`src/rtl/sram_arb_pkg.sv`:
```
// Shared types and constants for the SRAM boot sequencer / slot arbiter.
package sram_arb_pkg;

  typedef enum logic [1:0] {
    ST_BOOT_WAIT = 2'd0,
    ST_BOOT_READ = 2'd1,
    ST_RUN       = 2'd2
  } state_t;

  localparam logic [1:0] SLOT_SAM0 = 2'd0;
  localparam logic [1:0] SLOT_SAM1 = 2'd1;
  localparam logic [1:0] SLOT_HOST = 2'd2;
  localparam logic [1:0] SLOT_TURN = 2'd3;

  localparam logic [20:0] DEF_CFG_ADDR = 21'h008FD5;
  localparam logic [20:0] DEF_WP_BASE  = 21'h1C0000;

endpackage

```
`src/rtl/sram_boot_arbiter.sv`:
```
// Boot-time config byte fetch, then 4-slot SRAM time-slicing: machine (0,1), host (2), turnaround (3).
// Optional host write protection at and above WP_BASE: define SRAM_HOST_WP_EN.
module sram_boot_arbiter
  import sram_arb_pkg::*;
#(
  parameter logic [20:0] CFG_ADDR  = DEF_CFG_ADDR,
  parameter int unsigned BOOT_WAIT = 64,
  parameter logic [20:0] WP_BASE   = DEF_WP_BASE
) (
  input  logic        clk24,
  input  logic        reset,
  input  logic [18:0] sam_addr,
  input  logic        sam_we_n,
  input  logic [7:0]  sam_wdata,
  output logic [7:0]  sam_rdata,
  input  logic        host_req,
  input  logic        host_we,
  input  logic [20:0] host_addr,
  input  logic [7:0]  host_wdata,
  output logic        host_ack,
  output logic [7:0]  host_rdata,
  output logic        host_wp_err,
  output logic [20:0] sram_addr,
  output logic [7:0]  sram_dq_o,
  output logic        sram_dq_oe,
  input  logic [7:0]  sram_dq_i,
  output logic        sram_we_n,
  output logic        sram_oe_n,
  output logic [7:0]  cfg_byte,
  output logic        cfg_valid,
  output logic        master_reset_n
);

  localparam logic [7:0] BOOT_LAST = 8'(BOOT_WAIT - 1);

  state_t     state;
  logic [7:0] boot_cnt;
  logic [1:0] slot;
  logic       host_busy;
  logic       host_rd;
  logic       host_blk;
  logic       wp_block;

`ifdef SRAM_HOST_WP_EN
  assign wp_block = host_we & (host_addr >= WP_BASE);
`else
  // Constant zero; the compare only keeps WP_BASE referenced.
  assign wp_block = 1'b0 & (host_addr >= WP_BASE);
`endif

  assign sram_oe_n = ~sram_we_n;

  // Boot sequencer, slot counter and registered SRAM/host outputs.
  always_ff @(posedge clk24 or posedge reset) begin
    if (reset) begin
      state          <= ST_BOOT_WAIT;
      boot_cnt       <= 8'd0;
      slot           <= SLOT_SAM0;
      sram_addr      <= CFG_ADDR;
      sram_we_n      <= 1'b1;
      sram_dq_oe     <= 1'b0;
      sram_dq_o      <= 8'd0;
      host_ack       <= 1'b0;
      host_wp_err    <= 1'b0;
      host_rdata     <= 8'd0;
      sam_rdata      <= 8'd0;
      cfg_byte       <= 8'd0;
      cfg_valid      <= 1'b0;
      master_reset_n <= 1'b0;
      host_busy      <= 1'b0;
      host_rd        <= 1'b0;
      host_blk       <= 1'b0;
    end else begin
      host_ack    <= 1'b0;
      host_wp_err <= 1'b0;
      case (state)
        ST_BOOT_WAIT: begin
          sram_addr  <= CFG_ADDR;
          sram_we_n  <= 1'b1;
          sram_dq_oe <= 1'b0;
          if (boot_cnt == BOOT_LAST) begin
            state <= ST_BOOT_READ;
          end else begin
            boot_cnt <= boot_cnt + 8'd1;
          end
        end
        ST_BOOT_READ: begin
          cfg_byte   <= sram_dq_i;
          cfg_valid  <= 1'b1;
          slot       <= SLOT_SAM0;
          state      <= ST_RUN;
          sram_addr  <= {2'b00, sam_addr};
          sram_we_n  <= 1'b1;
          sram_dq_oe <= 1'b0;
        end
        ST_RUN: begin
          master_reset_n <= 1'b1;
          slot           <= slot + 2'd1;
          // Each arm ends the current slot and sets up the bus for the next one.
          case (slot)
            SLOT_SAM0: begin
              sram_addr  <= {2'b00, sam_addr};
              sram_we_n  <= sam_we_n;
              sram_dq_oe <= ~sam_we_n;
              sram_dq_o  <= sam_wdata;
            end
            SLOT_SAM1: begin
              if (sram_we_n) begin
                sam_rdata <= sram_dq_i;
              end
              if (host_req) begin
                host_busy  <= 1'b1;
                host_rd    <= ~host_we;
                host_blk   <= wp_block;
                sram_addr  <= host_addr;
                sram_dq_o  <= host_wdata;
                sram_we_n  <= ~(host_we & ~wp_block);
                sram_dq_oe <= host_we & ~wp_block;
              end else begin
                host_busy  <= 1'b0;
                sram_we_n  <= 1'b1;
                sram_dq_oe <= 1'b0;
              end
            end
            SLOT_HOST: begin
              sram_we_n   <= 1'b1;
              sram_dq_oe  <= 1'b0;
              host_ack    <= host_busy;
              host_wp_err <= host_busy & host_blk;
              if (host_busy & host_rd) begin
                host_rdata <= sram_dq_i;
              end
              host_busy <= 1'b0;
            end
            SLOT_TURN: begin
              sram_addr  <= {2'b00, sam_addr};
              sram_we_n  <= 1'b1;
              sram_dq_oe <= 1'b0;
            end
            default: begin
              sram_we_n  <= 1'b1;
              sram_dq_oe <= 1'b0;
            end
          endcase
        end
        default: state <= ST_BOOT_WAIT;
      endcase
    end
  end

endmodule

```
`config.mk`:
```
export PLATFORM = sky130hd
export DESIGN_NAME = sram_boot_arbiter
export DESIGN_NICKNAME = d
export VERILOG_FILES = /design/src/rtl/sram_arb_pkg.sv /design/src/rtl/sram_boot_arbiter.sv
export SDC_FILE = /design/constraint.sdc
export NUM_CORES = 1
export LEC_CHECK = 0
export BUFFER_PORTS_ARGS = -buffer_cell sky130_fd_sc_hd__buf_2
export CORE_AREA = 2 2 93 95
export DETAILED_ROUTE_END_ITERATION = 6
export DIE_AREA = 0 0 95 97
export HOLD_SLACK_MARGIN = 0.1
export PLACE_DENSITY = 0.81
export SKIP_CTS_REPAIR_TIMING = 1
export SLEW_MARGIN = 20
export SYNTH_ARGS = -nofsm -noshare
export SYNTH_HDL_FRONTEND = slang
export SYNTH_SLANG_ARGS = --single-unit
```
`constraint.sdc`:
```
create_clock -name clk24 -period 3.5 [get_ports clk24]
set_input_delay 0.525 -clock clk24 [delete_from_list [all_inputs] [get_ports clk24]]
set_output_delay 0.525 -clock clk24 [all_outputs]
set_load 0.02 [all_outputs]
```
==> impl_metrics.yaml, run 1 <==
status:
  status: "completed"
critical_path:
  r2r_start: "slot[0]"
  end_kind: "register"
  cp_common_cell: "mux2_4"
  start_kind: "register"
  startpoint: "slot[0]"
  rrSetupSlack_ns: 1.14
  worstPathArrival_ns: 2.62
  r2r_end: "sram_addr[0]"
  slowest_stage: "ha_1"
  cp.required_ns: 3.77
  worstSetupPathType: "reg2reg"
  cp_cell_sequence: "inv_1, ha_1, buf_4, mux2_4, nand2_1, nand3_1, mux2_4"
  reg2reg_depth: 7
  slowest_delay_ns: 0.65
  cp_max_fo: 13
power_and_ir_drop:
  cellPowerDensity_nw_per_um2: 384
  power.leakage_nw: 2.22
  finalPower_w: 0.00175
  vdd_drop_max_mv: 0.206
hold_path:
  hold_class: "in2async"
yosys:
  synth_cell_types: 38
  synth_area_sq_um: 3640
  synth_top_area_share_pct: 41.9
  synthCells: 308
  ys_seq_elements: 72
  synth_nets: 390
  avgSynthCellArea_sq_um: 11.8
  synth_area_leaders: "dfrtp_1 (42%), mux2_2 (12%), dfstp_2 (7.9%), mux2i_1 (5.5%), mux2_4 (4.9%)"
  yosysWarnings: 0
  synth_top_area_cell: "dfrtp_1"
  ys_seq_area_share_pct: 49.9
timing:
  setup_viol: 0
  tightest_slew_ns: 0.953
  max_freq_mhz: 424
  setup_tns_ns: 0
  rsz0062_at_grt: "no"
  slew_viol_final: 0
  finalClockSkew_ns: 0.00800
  final_hold_viol_count: 0
  fin_crit_ns: 2.36
  slew_headroom_pct: 36.5
  period_share_pct: 67.4
job:
  drv_cap: 0
drt:
  antenna_left: 0
  drt_iter0_drc: 113
  vias: 2737
  viasPerCell: 5.02
  drt-total-wl_um: 7650
  drtPass1Iterations: 4
  post_drt_wl_per_cell_um: 14.0
  drc_errors: 0
finish:
  diodes: 0
  syn_to_final_growth_pct: 25.1
  fin_nets: 517
  stdcell_area_sq_um: 4550
  final_common_cell: "buf_2"
  drive_gt1_share_pct: 48.9
  final_cell_mix: "buf_2 (127), dfrtp_1 (61), nand2_1 (47)"
clock_network:
  clock_tree.buffer_depth: 2
  clock-sinks: 72
  cts_made_buffers: 9
  cts_tree: "built"
  clk_pin_slew_ns: 0.08
  cts-root-buf: "clkbuf_8"
  htreeDepth: 3
  clk_latency_ns: 0.34
floorplan:
  die-area_sq_um: 9220
  rows: 33
  start_util_pct: 44.8
  coreArea_sq_um: 8130
  die_x_um: 95
  io_pins: 129
  die_h_um: 97
placement:
  gp_congestion: 0.740
  placed_area_sq_um: 4310
  port-buffer-count: 127
  place.detailed.hpwl_um: 5750
global_route:
  overflow: 0
  grt_pass1_vias: 2754
  grt_max_degree: 52
  antenna_found_initial: 1
  grt_use_total_pct: 16.9
  grt_pass1_wl_um: 12400
-- kinds of logic after synthesis --
logic type	synth area share (%)
mux	24.1
buf+inv	4.61
compound gates	5.33
fa+ha+maj	4.47
simple gates	10.9
flops	49.9
xor+xnor	0.722
other cells	0.103
-- synthesized netlist by cell type (all sizes together) --
library cell and instances:
dfrtp 61, mux2 56, nand2 48, o21ai 22, mux2i 20, nand3 18
buf 13, ha 13, dfstp 11, inv 10, a21oi 7, and3 3
nor2 3, xnor2 3, clkbuf 2, nand2b 2, nand4 2, or2 2
a22oi 1, and2 1, and4 1, and4bb 1, conb 1, nand3b 1
nand4b 1, nor2b 1, o21a 1, o22a 1, o22ai 1, o41ai 1
-- report_power, final --
| part | internal (W) | switching [W] |
|---|---|---|
| combinational | 0.0000519 | 0.0000560 |
| clock | 0.000493 | 0.000301 |
| sequential | 0.000841 | 0.00000430 |
| total | 0.00139 | 0.000361 |
-- stage by stage --
stage	instances	utilization, %	worst slack, ns	hold slack [ns]
detailed placement	529	53.0	1.15	0.447
global route	545	56.0	1.03	0.413
global placement	529	53.0	1.25	0.450
finish	545	56.0	1.14	0.325
CTS	545	56.0	1.14	0.412
floorplan	308	-	1.17	0.438
-- critical path: cells and delay by family (launching register included) --
family	cells	cell delay, ns
muxes	2	0.61
and+or+nand+nor	2	0.15
adders and majority gates	1	0.65
DFF	1	0.40
buffers and inverters	2	0.46
-- flip-flops by register name, summed over array words and instances, names as in the netlist, 2 cells and up --
register / cells
boot_cnt: 8
cfg_byte: 8
host_rdata: 8
sam_rdata: 8
slot: 2
sram_addr: 21
sram_dq_o: 8
state: 2
-- routing by layer --
metal	track usage, %	part of all wire, %	up-vias
li1	-	-	1323
met1	21.4	44	1309
met2	28.7	48	93
met3	3.27	6.2	10
met4	5.69	1.1	2
met5	0	0.092	-
-- how the worst max path moves through the flow --
stage                         endpoint  depth (start not counted)
after floorplan            boot_cnt[0]                          1
after global placement    sram_addr[2]                          7
after detailed placement  sram_addr[0]                          7
after CTS                 sram_addr[0]                          7
after global routing      sram_addr[1]                          7
final                     sram_addr[0]                          7
-- area by class of cell --
class,instances,area (sq um)
clock buffers,11,141
clock inverters,5,104
fillers,719,3580
inverters,10,38.8
multi-input cells,211,1660
flip-flops and latches,72,1820
well taps,105,131
repair buffers,131,666
Power figures use the tool's default switching activity.
==> inputs of run 2 (changes only) <==
ABC_AREA = 1   (was default)
CORE_AREA = 2 2 94 96   (was 2 2 93 95)
DIE_AREA = 0 0 96 98   (was 0 0 95 97)
PLACE_DENSITY = 0.8   (was 0.81)
clock period = 2.25 ns   (was 3.5 ns; I/O delays follow)
==> run 2 against run 1 <==
Combinational power up 33%; setup slack worse by 0.87 ns; global-route usage up 2.5 points; worst hold slack worse by 0.10 ns; area after synthesis up 1.1%; register-to-register slack worse by 0.87 ns; via count up 22%.
==> impl_metrics.yaml, run 2 <==
status:
  status: "completed"
critical_path:
  worstSetupPathType: "reg2reg"
  cp.required_ns: 2.47
  start_kind: "register"
  worstPathArrival_ns: 2.19
  end_kind: "register"
  cp_max_fo: 16
clock_network:
  cts_tree: "built"
  clk_pin_slew_ns: 0.07
  clock-sinks: 72
  clk_latency_ns: 0.33
  cts-root-buf: "clkbuf_8"
  htreeDepth: 3
  cts_made_buffers: 9
  clock_tree.buffer_depth: 2
timing:
  period_share_pct: 87.8
  slew_headroom_pct: 60.9
  tightest_slew_ns: 0.585
  setup_viol: 0
  final_hold_viol_count: 0
  slew_viol_final: 0
  rsz0062_at_grt: "no"
  fin_crit_ns: 1.97
  whs_ns: 0.221
  setup_tns_ns: 0
  finalClockSkew_ns: 0.00839
  setup_ws_ns: 0.276
  max_freq_mhz: 506
yosys:
  avgSynthCellArea_sq_um: 7.97
  synth_commonest_cells: "nand2_1 (168), dfrtp_1 (61), nor2_1 (42)"
  async_flop_share_pct: 100
  synth_nets: 544
  synth-simple-area-share_pct: 29.2
  ys_seq_elements: 72
  synth_top_area_cell: "dfrtp_1"
  yosysWarnings: 0
  ys_seq_area_share_pct: 49.3
  muxShareOfSynthArea_pct: 0
  synth_area_sq_um: 3680
  synth_compound_area_share_pct: 8.70
  synth_top_family_by_area: "simple AND/OR/NAND/NOR gates"
  synthCells: 462
  synth_xor_area_share_pct: 0.714
  synth_area_leaders: "dfrtp_1 (41%), nand2_1 (17%), dfstp_2 (7.9%), nand3_1 (5.3%), ha_1 (4.4%)"
  synth_adder_area_share_pct: 4.42
  synth_top_area_share_pct: 41.5
  synth.most_common_cell: "nand2_1"
  synth_ff_type: "dfrtp_1"
  synth_cell_types: 30
  synth_enable_flop_cells: 0
finish:
  fin_nets: 670
  diodes: 0
  largest_reg_flops: 21
  final_cell_mix: "nand2_1 (168), buf_2 (127), dfrtp_1 (61)"
  stdcell_area_sq_um: 4640
  drive_gt1_share_pct: 30.7
  top_register: "sram_addr"
  final_common_cell: "nand2_1"
  syn_to_final_growth_pct: 26.0
drt:
  vias: 3349
  post_drt_wl_per_cell_um: 12.5
  viasPerCell: 4.78
  antenna_left: 0
  drtPass1Iterations: 5
  drt-total-wl_um: 8790
  drc_errors: 0
  drt_iter0_drc: 118
hold_path:
  hold_class: "in2reg"
placement:
  port-buffer-count: 127
  dp_slack_ns: 0.293
  place.detailed.hpwl_um: 6420
  gp_congestion: 0.802
  placed_area_sq_um: 4390
floorplan:
  coreArea_sq_um: 8470
  die-area_sq_um: 9410
  die_x_um: 96
  rows: 34
  start_util_pct: 43.5
  die_h_um: 98
  io_pins: 129
global_route:
  grt_max_degree: 73
  grt_use_total_pct: 19.5
  antenna_found_initial: 0
  overflow: 0
  grt_pass1_wl_um: 14600
  grt_pass1_vias: 3229
power_and_ir_drop:
  vdd_drop_max_mv: 0.297
  power.leakage_nw: 2.44
  cellPowerDensity_nw_per_um2: 570
job:
  drv_cap: 0
run 2: path summary, 6_finish.rpt:
| path | from | to | slack (ns) | depth (start not counted) |
|---|---|---|---|---|
| min in group asynchronous | reset | cfg_byte[4] | 0.63 | 4 |
| max reg2reg | state[0] | sram_dq_o[6] | 0.28 | 6 |
| min reg2reg | sram_addr[6] | sram_addr[6] | 0.47 | 2 |
| max in group asynchronous | reset | sram_we_n | 1.30 | 4 |
| max | state[0] | sram_dq_o[6] | 0.28 | 6 |
| min | host_we | host_rd | 0.22 | 2 |
run 2: stage by stage:
| step | cells | total power (W) | utilization (%) |
|---|---|---|---|
| after floorplan | 462 | 0.00139 | - |
| after global routing | 701 | 0.00276 | 54.8 |
| after global placement | 684 | 0.00147 | 51.8 |
| final | 701 | 0.00264 | 54.8 |
| after detailed placement | 684 | 0.00148 | 51.8 |
| after CTS | 700 | 0.00267 | 54.7 |
run 2: kinds of logic after synthesis:
kind of cell | Yosys count
simple gates | 261
xor+xnor | 3
compound gates | 53
flops | 72
other cells | 1
buf+inv | 59
fa+ha+maj | 13
run 2: critical path, cell delays in order (launching register included):
cell and delay (ns):
dfrtp_1 0.44, inv_1 0.14, ha_1 0.31, o21ai_0 0.16
nor2_2 0.48, o21ai_0 0.19, o21a_1 0.15
run 2: area by class of cell:
cell class	instances	area (sq um)
clock inverters	4	75.1
well taps	108	135
inverters	39	149
multi-input cells	331	1590
repair buffers	135	711
flip-flops and latches	72	1820
clock buffers	12	165
fillers	788	3830
run 2: per-layer routing:
| layer | track usage [%] | share of wire (%) | wire, um |
|---|---|---|---|
| met3 | 4.78 | 5.9 | 517 |
| met4 | 4.29 | 0.65 | 57 |
| met5 | 0 | 0 | 0 |
| met2 | 31.4 | 47 | 4110 |
| met1 | 26.5 | 47 | 4110 |
run 2: power by group:
part / internal (W) / switching [W]
registers: 0.00130 / 0.00000439
clock network: 0.000716 / 0.000476
logic: 0.0000643 / 0.0000794
